**src/rtl/interrupt_scheduler_pkg.sv**
```systemverilog
// Shared definitions for the prioritised interrupt scheduler:
// cause codes, source indices, FSM states and cause-to-source mapping.
package interrupt_scheduler_pkg;

    localparam int NUM_SRC = 8;

    localparam int SRC_TMR  = 0;
    localparam int SRC_BTN0 = 1;
    localparam int SRC_SW0  = 5;

    localparam logic [3:0] CAUSE_TMR  = 4'hD;
    localparam logic [3:0] CAUSE_BTN0 = 4'h4;
    localparam logic [3:0] CAUSE_BTN1 = 4'h5;
    localparam logic [3:0] CAUSE_BTN2 = 4'h6;
    localparam logic [3:0] CAUSE_BTN3 = 4'h7;
    localparam logic [3:0] CAUSE_SW0  = 4'h8;
    localparam logic [3:0] CAUSE_SW1  = 4'h9;
    localparam logic [3:0] CAUSE_SW2  = 4'hA;

    typedef enum logic [1:0] {
        ST_IDLE    = 2'd0,
        ST_REQ     = 2'd1,
        ST_SERVICE = 2'd2
    } irq_state_e;

    // One-hot pending-bit position owned by a given cause code.
    function automatic logic [NUM_SRC-1:0] cause_to_bit(input logic [3:0] cause);
        logic [NUM_SRC-1:0] b;
        b = '0;
        case (cause)
            CAUSE_TMR:  b[SRC_TMR]    = 1'b1;
            CAUSE_BTN0: b[SRC_BTN0]   = 1'b1;
            CAUSE_BTN1: b[SRC_BTN0+1] = 1'b1;
            CAUSE_BTN2: b[SRC_BTN0+2] = 1'b1;
            CAUSE_BTN3: b[SRC_BTN0+3] = 1'b1;
            CAUSE_SW0:  b[SRC_SW0]    = 1'b1;
            CAUSE_SW1:  b[SRC_SW0+1]  = 1'b1;
            CAUSE_SW2:  b[SRC_SW0+2]  = 1'b1;
            default:    b = '0;
        endcase
        return b;
    endfunction

endpackage

```
**src/rtl/interrupt_scheduler_prio.sv**
```systemverilog
// Fixed-priority encoder: eligible vector -> {any, winning cause}.
// Bit 0 (timer) is highest, then buttons 0..3, then switches 0..2.
module irq_priority_encoder
    import interrupt_scheduler_pkg::*;
(
    input  logic [NUM_SRC-1:0] eligible_i,
    output logic               any_o,
    output logic [3:0]         cause_o
);

    always_comb begin
        any_o   = |eligible_i;
        cause_o = 4'h0;
        priority case (1'b1)
            eligible_i[0]: cause_o = CAUSE_TMR;
            eligible_i[1]: cause_o = CAUSE_BTN0;
            eligible_i[2]: cause_o = CAUSE_BTN1;
            eligible_i[3]: cause_o = CAUSE_BTN2;
            eligible_i[4]: cause_o = CAUSE_BTN3;
            eligible_i[5]: cause_o = CAUSE_SW0;
            eligible_i[6]: cause_o = CAUSE_SW1;
            eligible_i[7]: cause_o = CAUSE_SW2;
            default:       cause_o = 4'h0;
        endcase
    end

endmodule

```
**src/rtl/interrupt_scheduler.sv**
```systemverilog
// Edge-captured, masked, prioritised interrupt dispatch to the core
// with a valid/ack request and an mret-terminated service window.
module interrupt_scheduler
    import interrupt_scheduler_pkg::*;
#(
    parameter logic [63:0] VECTOR_BASE  = 64'h100,
    parameter int          VECTOR_SHIFT = 4
) (
    input  logic        clk_in,
    input  logic        reset_in,
    input  logic        global_ie_in,
    input  logic        csr_mtie_in,
    input  logic        csr_meie_in,
    input  logic [3:0]  csr_mbutton_ctrl_in,
    input  logic [2:0]  csr_mswitch_ctrl_in,
    input  logic        timer_trigger_in,
    input  logic [3:0]  external_button,
    input  logic [2:0]  external_switch,
    input  logic        irq_ack_in,
    input  logic        irq_done_in,
    output logic        irq_valid_out,
    output logic [3:0]  irq_cause_out,
    output logic [63:0] irq_pc_out,
    output logic        in_service_out,
    output logic [7:0]  pending_out,
    output logic        lost_irq_out
);

    irq_state_e         state_q;
    logic [NUM_SRC-1:0] prev_q;
    logic [NUM_SRC-1:0] pending_q, pending_d;
    logic [3:0]         cause_q;
    logic [63:0]        pc_q;
    logic               valid_q;
    logic               in_service_q;
    logic               lost_q, lost_d;

    logic [NUM_SRC-1:0] raw;
    logic [NUM_SRC-1:0] enable;
    logic [NUM_SRC-1:0] rise;
    logic [NUM_SRC-1:0] capture;
    logic [NUM_SRC-1:0] clear;
    logic [NUM_SRC-1:0] eligible;
    logic               win_any;
    logic [3:0]         win_cause;
    logic [63:0]        win_pc;
    logic               take_ack;

    assign raw    = {external_switch, external_button, timer_trigger_in};
    assign enable = {csr_mswitch_ctrl_in & {3{csr_meie_in}},
                     csr_mbutton_ctrl_in & {4{csr_meie_in}},
                     csr_mtie_in};

    assign rise     = raw & ~prev_q;
    assign capture  = rise & enable;
    assign eligible = pending_q & enable;
    assign take_ack = (state_q == ST_REQ) && irq_ack_in;
    assign clear    = take_ack ? cause_to_bit(cause_q) : '0;

    // A new edge landing on the bit being acked wins and is not "lost".
    always_comb begin
        pending_d = (pending_q & ~clear) | capture;
        lost_d    = |(capture & pending_q & ~clear);
    end

    irq_priority_encoder u_prio (
        .eligible_i (eligible),
        .any_o      (win_any),
        .cause_o    (win_cause)
    );

    assign win_pc = VECTOR_BASE + (64'(win_cause) << VECTOR_SHIFT);

    always_ff @(posedge clk_in) begin
        if (reset_in) begin
            prev_q    <= '0;
            pending_q <= '0;
            lost_q    <= 1'b0;
        end else begin
            prev_q    <= raw;
            pending_q <= pending_d;
            lost_q    <= lost_d;
        end
    end

    always_ff @(posedge clk_in) begin
        if (reset_in) begin
            state_q      <= ST_IDLE;
            cause_q      <= 4'h0;
            pc_q         <= 64'h0;
            valid_q      <= 1'b0;
            in_service_q <= 1'b0;
        end else begin
            case (state_q)
                ST_IDLE: begin
                    if (global_ie_in && win_any) begin
                        state_q <= ST_REQ;
                        cause_q <= win_cause;
                        pc_q    <= win_pc;
                        valid_q <= 1'b1;
                    end
                end
                // Request is held until ack regardless of MIE or mask changes.
                ST_REQ: begin
                    if (irq_ack_in) begin
                        state_q      <= ST_SERVICE;
                        valid_q      <= 1'b0;
                        in_service_q <= 1'b1;
                    end
                end
                ST_SERVICE: begin
                    if (irq_done_in) begin
                        state_q      <= ST_IDLE;
                        in_service_q <= 1'b0;
                    end
                end
                default: begin
                    state_q      <= ST_IDLE;
                    valid_q      <= 1'b0;
                    in_service_q <= 1'b0;
                end
            endcase
        end
    end

    assign irq_valid_out  = valid_q;
    assign irq_cause_out  = cause_q;
    assign irq_pc_out     = pc_q;
    assign in_service_out = in_service_q;
    assign pending_out    = pending_q;
    assign lost_irq_out   = lost_q;

endmodule
```
**config.mk**
```make
export PLATFORM = sky130hd
export DESIGN_NAME = interrupt_scheduler
export DESIGN_NICKNAME = d
export VERILOG_FILES = /design/src/rtl/interrupt_scheduler_pkg.sv /design/src/rtl/interrupt_scheduler_prio.sv /design/src/rtl/interrupt_scheduler.sv
export SDC_FILE = /design/constraint.sdc
export NUM_CORES = 1
export LEC_CHECK = 0
export CAP_MARGIN = 10
export CORE_UTILIZATION = 35
export DETAILED_ROUTE_END_ITERATION = 7
export PLACE_DENSITY_LB_ADDON = 0.05
export SYNTH_ARGS = -nofsm -noshare
export SYNTH_HDL_FRONTEND = slang
export SYNTH_SLANG_ARGS = --single-unit
export TNS_END_PERCENT = 100
```
**constraint.sdc**
```tcl
create_clock -name clk_in -period 1.9 [get_ports clk_in]
set_input_delay 0.19 -clock clk_in [delete_from_list [all_inputs] [get_ports clk_in]]
set_output_delay 0.19 -clock clk_in [all_outputs]
set_load 0.05 [all_outputs]
```
==> flow_summary.ini <==
[sta]
fmax_ghz = 0.549
fin_skew_ns = 0.00177
slew_headroom_pct = 66.4
rsz0062_at_grt = false
period_share_pct = 96.0
finalSetupViolCount = 0
finalCriticalPeriod_ns = 1.82
worstMarginPinSlew_ns = 0.503
hold_viol_final = 0
slew_violations = 0

[die]
die_area_um2 = 5070
die_x_um = 71.2
rows = 24
io_pins = 101
start_util_pct = 37.5
core_area_um2 = 4470
die_height_um = 71.2

[global_routing]
grt_max_degree = 14
grt.total_usage_pct = 14.6
grt_pass1_vias = 1194
grt_pass1_wl_um = 5820
antenna_found_initial = 0
grt_overflow = 0

[clock_network]
post_cts_buffers = 0
cts_tree = built
cts_root_buffer = clkbuf_8
cts_resized = 0
ctsHoldBuffers = 0
cts.path.max_buffers = 2
cts_num_sinks = 26
clock_latency_ns = 0.27
htreeDepth = 1
cts_buffers = 3
clk_pin_slew_ns = 0.09

[detailed_routing]
dr.pass1.iters = 7
viasPerCell = 4.48
wl_per_cell_um = 12.0
vias = 1379
drtIter0Drc = 67
remaining_drc_errors = 8
ant_nets = 0
drt-total-wl_um = 3710

[place]
dpl-instance-area_um2 = 1990
gp_congestion = 0.834
io_buffers = 41
dp_hpwl_um = 3000

[finish]
syn_to_final_growth_pct = 21.1
n_antenna_cell = 0
final_util_pct = 45.4
final_area_um2 = 2030
layout-drive-gt1-share_pct = 10.9
final_nets = 280

[yosys]
syn_area_um2 = 1680
ys_seq_area_share_pct = 31.0
netlist_instances = 206
ys_types = 41
synth.ff_latch_count = 26
ys.flop_type = dfxtp_1
async_flop_share_pct = 0
postSynthAreaPerCell_um2 = 8.14
synth_edf_count = 0
yosys_warnings = 0

[outcome]
status = finished with violations
violations = design-rule violations

[worst_setup_path]
worstPathArrival_ns = 1.63
cp_slowest_cell = clkdlybuf4s50_1
path_class = reg2out
crit_required_ns = 1.71
cpPeakStageDelay_ns = 0.87
crit_path_cell_trace = clkdlybuf4s50_1
critPathTopFamily = buffers and inverters
endpoint_kind = output pin
cp_num_buf_inv = 1
cp_max_fo = 10
start_kind = flip-flop

[worst_hold_path]
hold_class = reg2reg

[flow_run]
max-cap-violations = 0

[power_and_ir_drop]
vdd_drop_max_mv = 0.345
p_per_area_nw_per_um2 = 722
p_leak_nw = 0.845
[path summary, 6_finish.rpt]
| path | from | to | slack, ns | cells after the start |
|---|---|---|---|---|
| worst min-delay path | irq_pc_out[8] | irq_pc_out[8] | 0.49 | 2 |
| worst min register to register | irq_pc_out[8] | irq_pc_out[8] | 0.49 | 2 |
| worst max-delay path | irq_pc_out[7] | irq_cause_out[3] | 0.08 | 1 |
| worst max register to register | state_q[0] | lost_irq_out | 0.23 | 5 |
[state kept, by name, indices dropped and copies added, names as in the netlist]
name	count
prev_q	8
irq_cause_out	3
pending_out	8
state_q	2
irq_valid_out	1
in_service_out	1
irq_pc_out	2
lost_irq_out	1
[tightest hold or removal path, delay by kind of cell (launching register included)]
kind	cells	cell delay, ns
flip-flops	1	0.34
AND/OR/NAND/NOR	2	0.12
[cells in the final DEF, fill, tap and decap left out, types with 2 or more instances in the layout]
cell	netlist	routed
a21oi_1	13	13
a22o_1	3	3
a311oi_1	2	2
a32oi_1	2	2
a41oi_2	2	2
and4b_1	2	2
buf_4	63	17
clkbuf_8	0	3
clkdlybuf4s50_1	0	39
conb_1	1	59
dfxtp_1	26	25
inv_1	5	5
nand2_1	13	13
nand3_1	2	2
nand3b_1	2	2
nand4_1	3	3
nand4b_1	4	4
nor2_1	21	21
nor2b_1	10	10
nor3_1	2	2
o21ai_0	5	5
o21ai_2	2	2
o22ai_1	2	2
[through the flow]
step	instances	power [mW]	setup slack, ns	TNS (ns)	hold slack, ns
after floorplan	264	1.13	0.210	0	0.318
after global placement	305	1.17	-0.0206	-0.0206	0.459
after detailed placement	305	1.17	-0.00170	-0.00170	0.468
after CTS	308	1.48	0.0719	0	0.489
after global routing	308	1.53	0.0131	0	0.512
final	308	1.47	0.0769	0	0.491
[layer usage]
layer / global-route usage [%] / part of all wire, %
met3: 2.95 / 4.7
met2: 23.5 / 47
met1: 20.2 / 48
met5: 0 / 0
met4: 3.33 / 0.62
[Yosys cell counts (2+ instances only)]
cell,count,area (µm²)
clkbuf_1,2,7.51
nor2_1,21,78.8
o22ai_1,2,12.5
nand3_1,2,10.0
a21oi_1,13,65.1
buf_4,63,473
a22o_1,3,26.3
nand2_1,13,48.8
nor3_1,2,10.0
nor2b_1,10,62.6
dfxtp_1,26,521
nand4_1,3,18.8
o21ai_2,2,17.5
o21ai_0,5,25.0
a311oi_1,2,17.5
nand4b_1,4,35.0
nand3b_1,2,15.0
inv_1,5,18.8
a41oi_2,2,32.5
a32oi_1,2,17.5
and4b_1,2,20.0
[cells by family (layout without fill, tap and decap cells)]
family,Yosys count,after routing,share of synthesized area [%]
buffers and inverters,72,64,30.3
AO/OA/AOI/OAI,40,40,17.2
flip-flops,26,26,31.0
other,1,59,0.223
AND/OR/NAND/NOR,67,67,21.3
[cell type report]
cell class	instances	area, µm²
well taps	52	65.1
inverters	5	18.8
clock buffers	3	41.3
repair buffers	56	518
multi-input cells	166	867
flip-flops and latches	26	522
fillers	477	2440
[where the power goes]
group | switching [mW] | total [mW] | internal, mW | leakage [nW]
Combinational | 0.423 | 0.555 | 0.132 | 0.609
Sequential | 0.0285 | 0.603 | 0.575 | 0.214
Clock | 0.168 | 0.310 | 0.142 | 0.0216
Total | 0.619 | 1.47 | 0.849 | 0.845
Power figures use the tool's default switching activity.
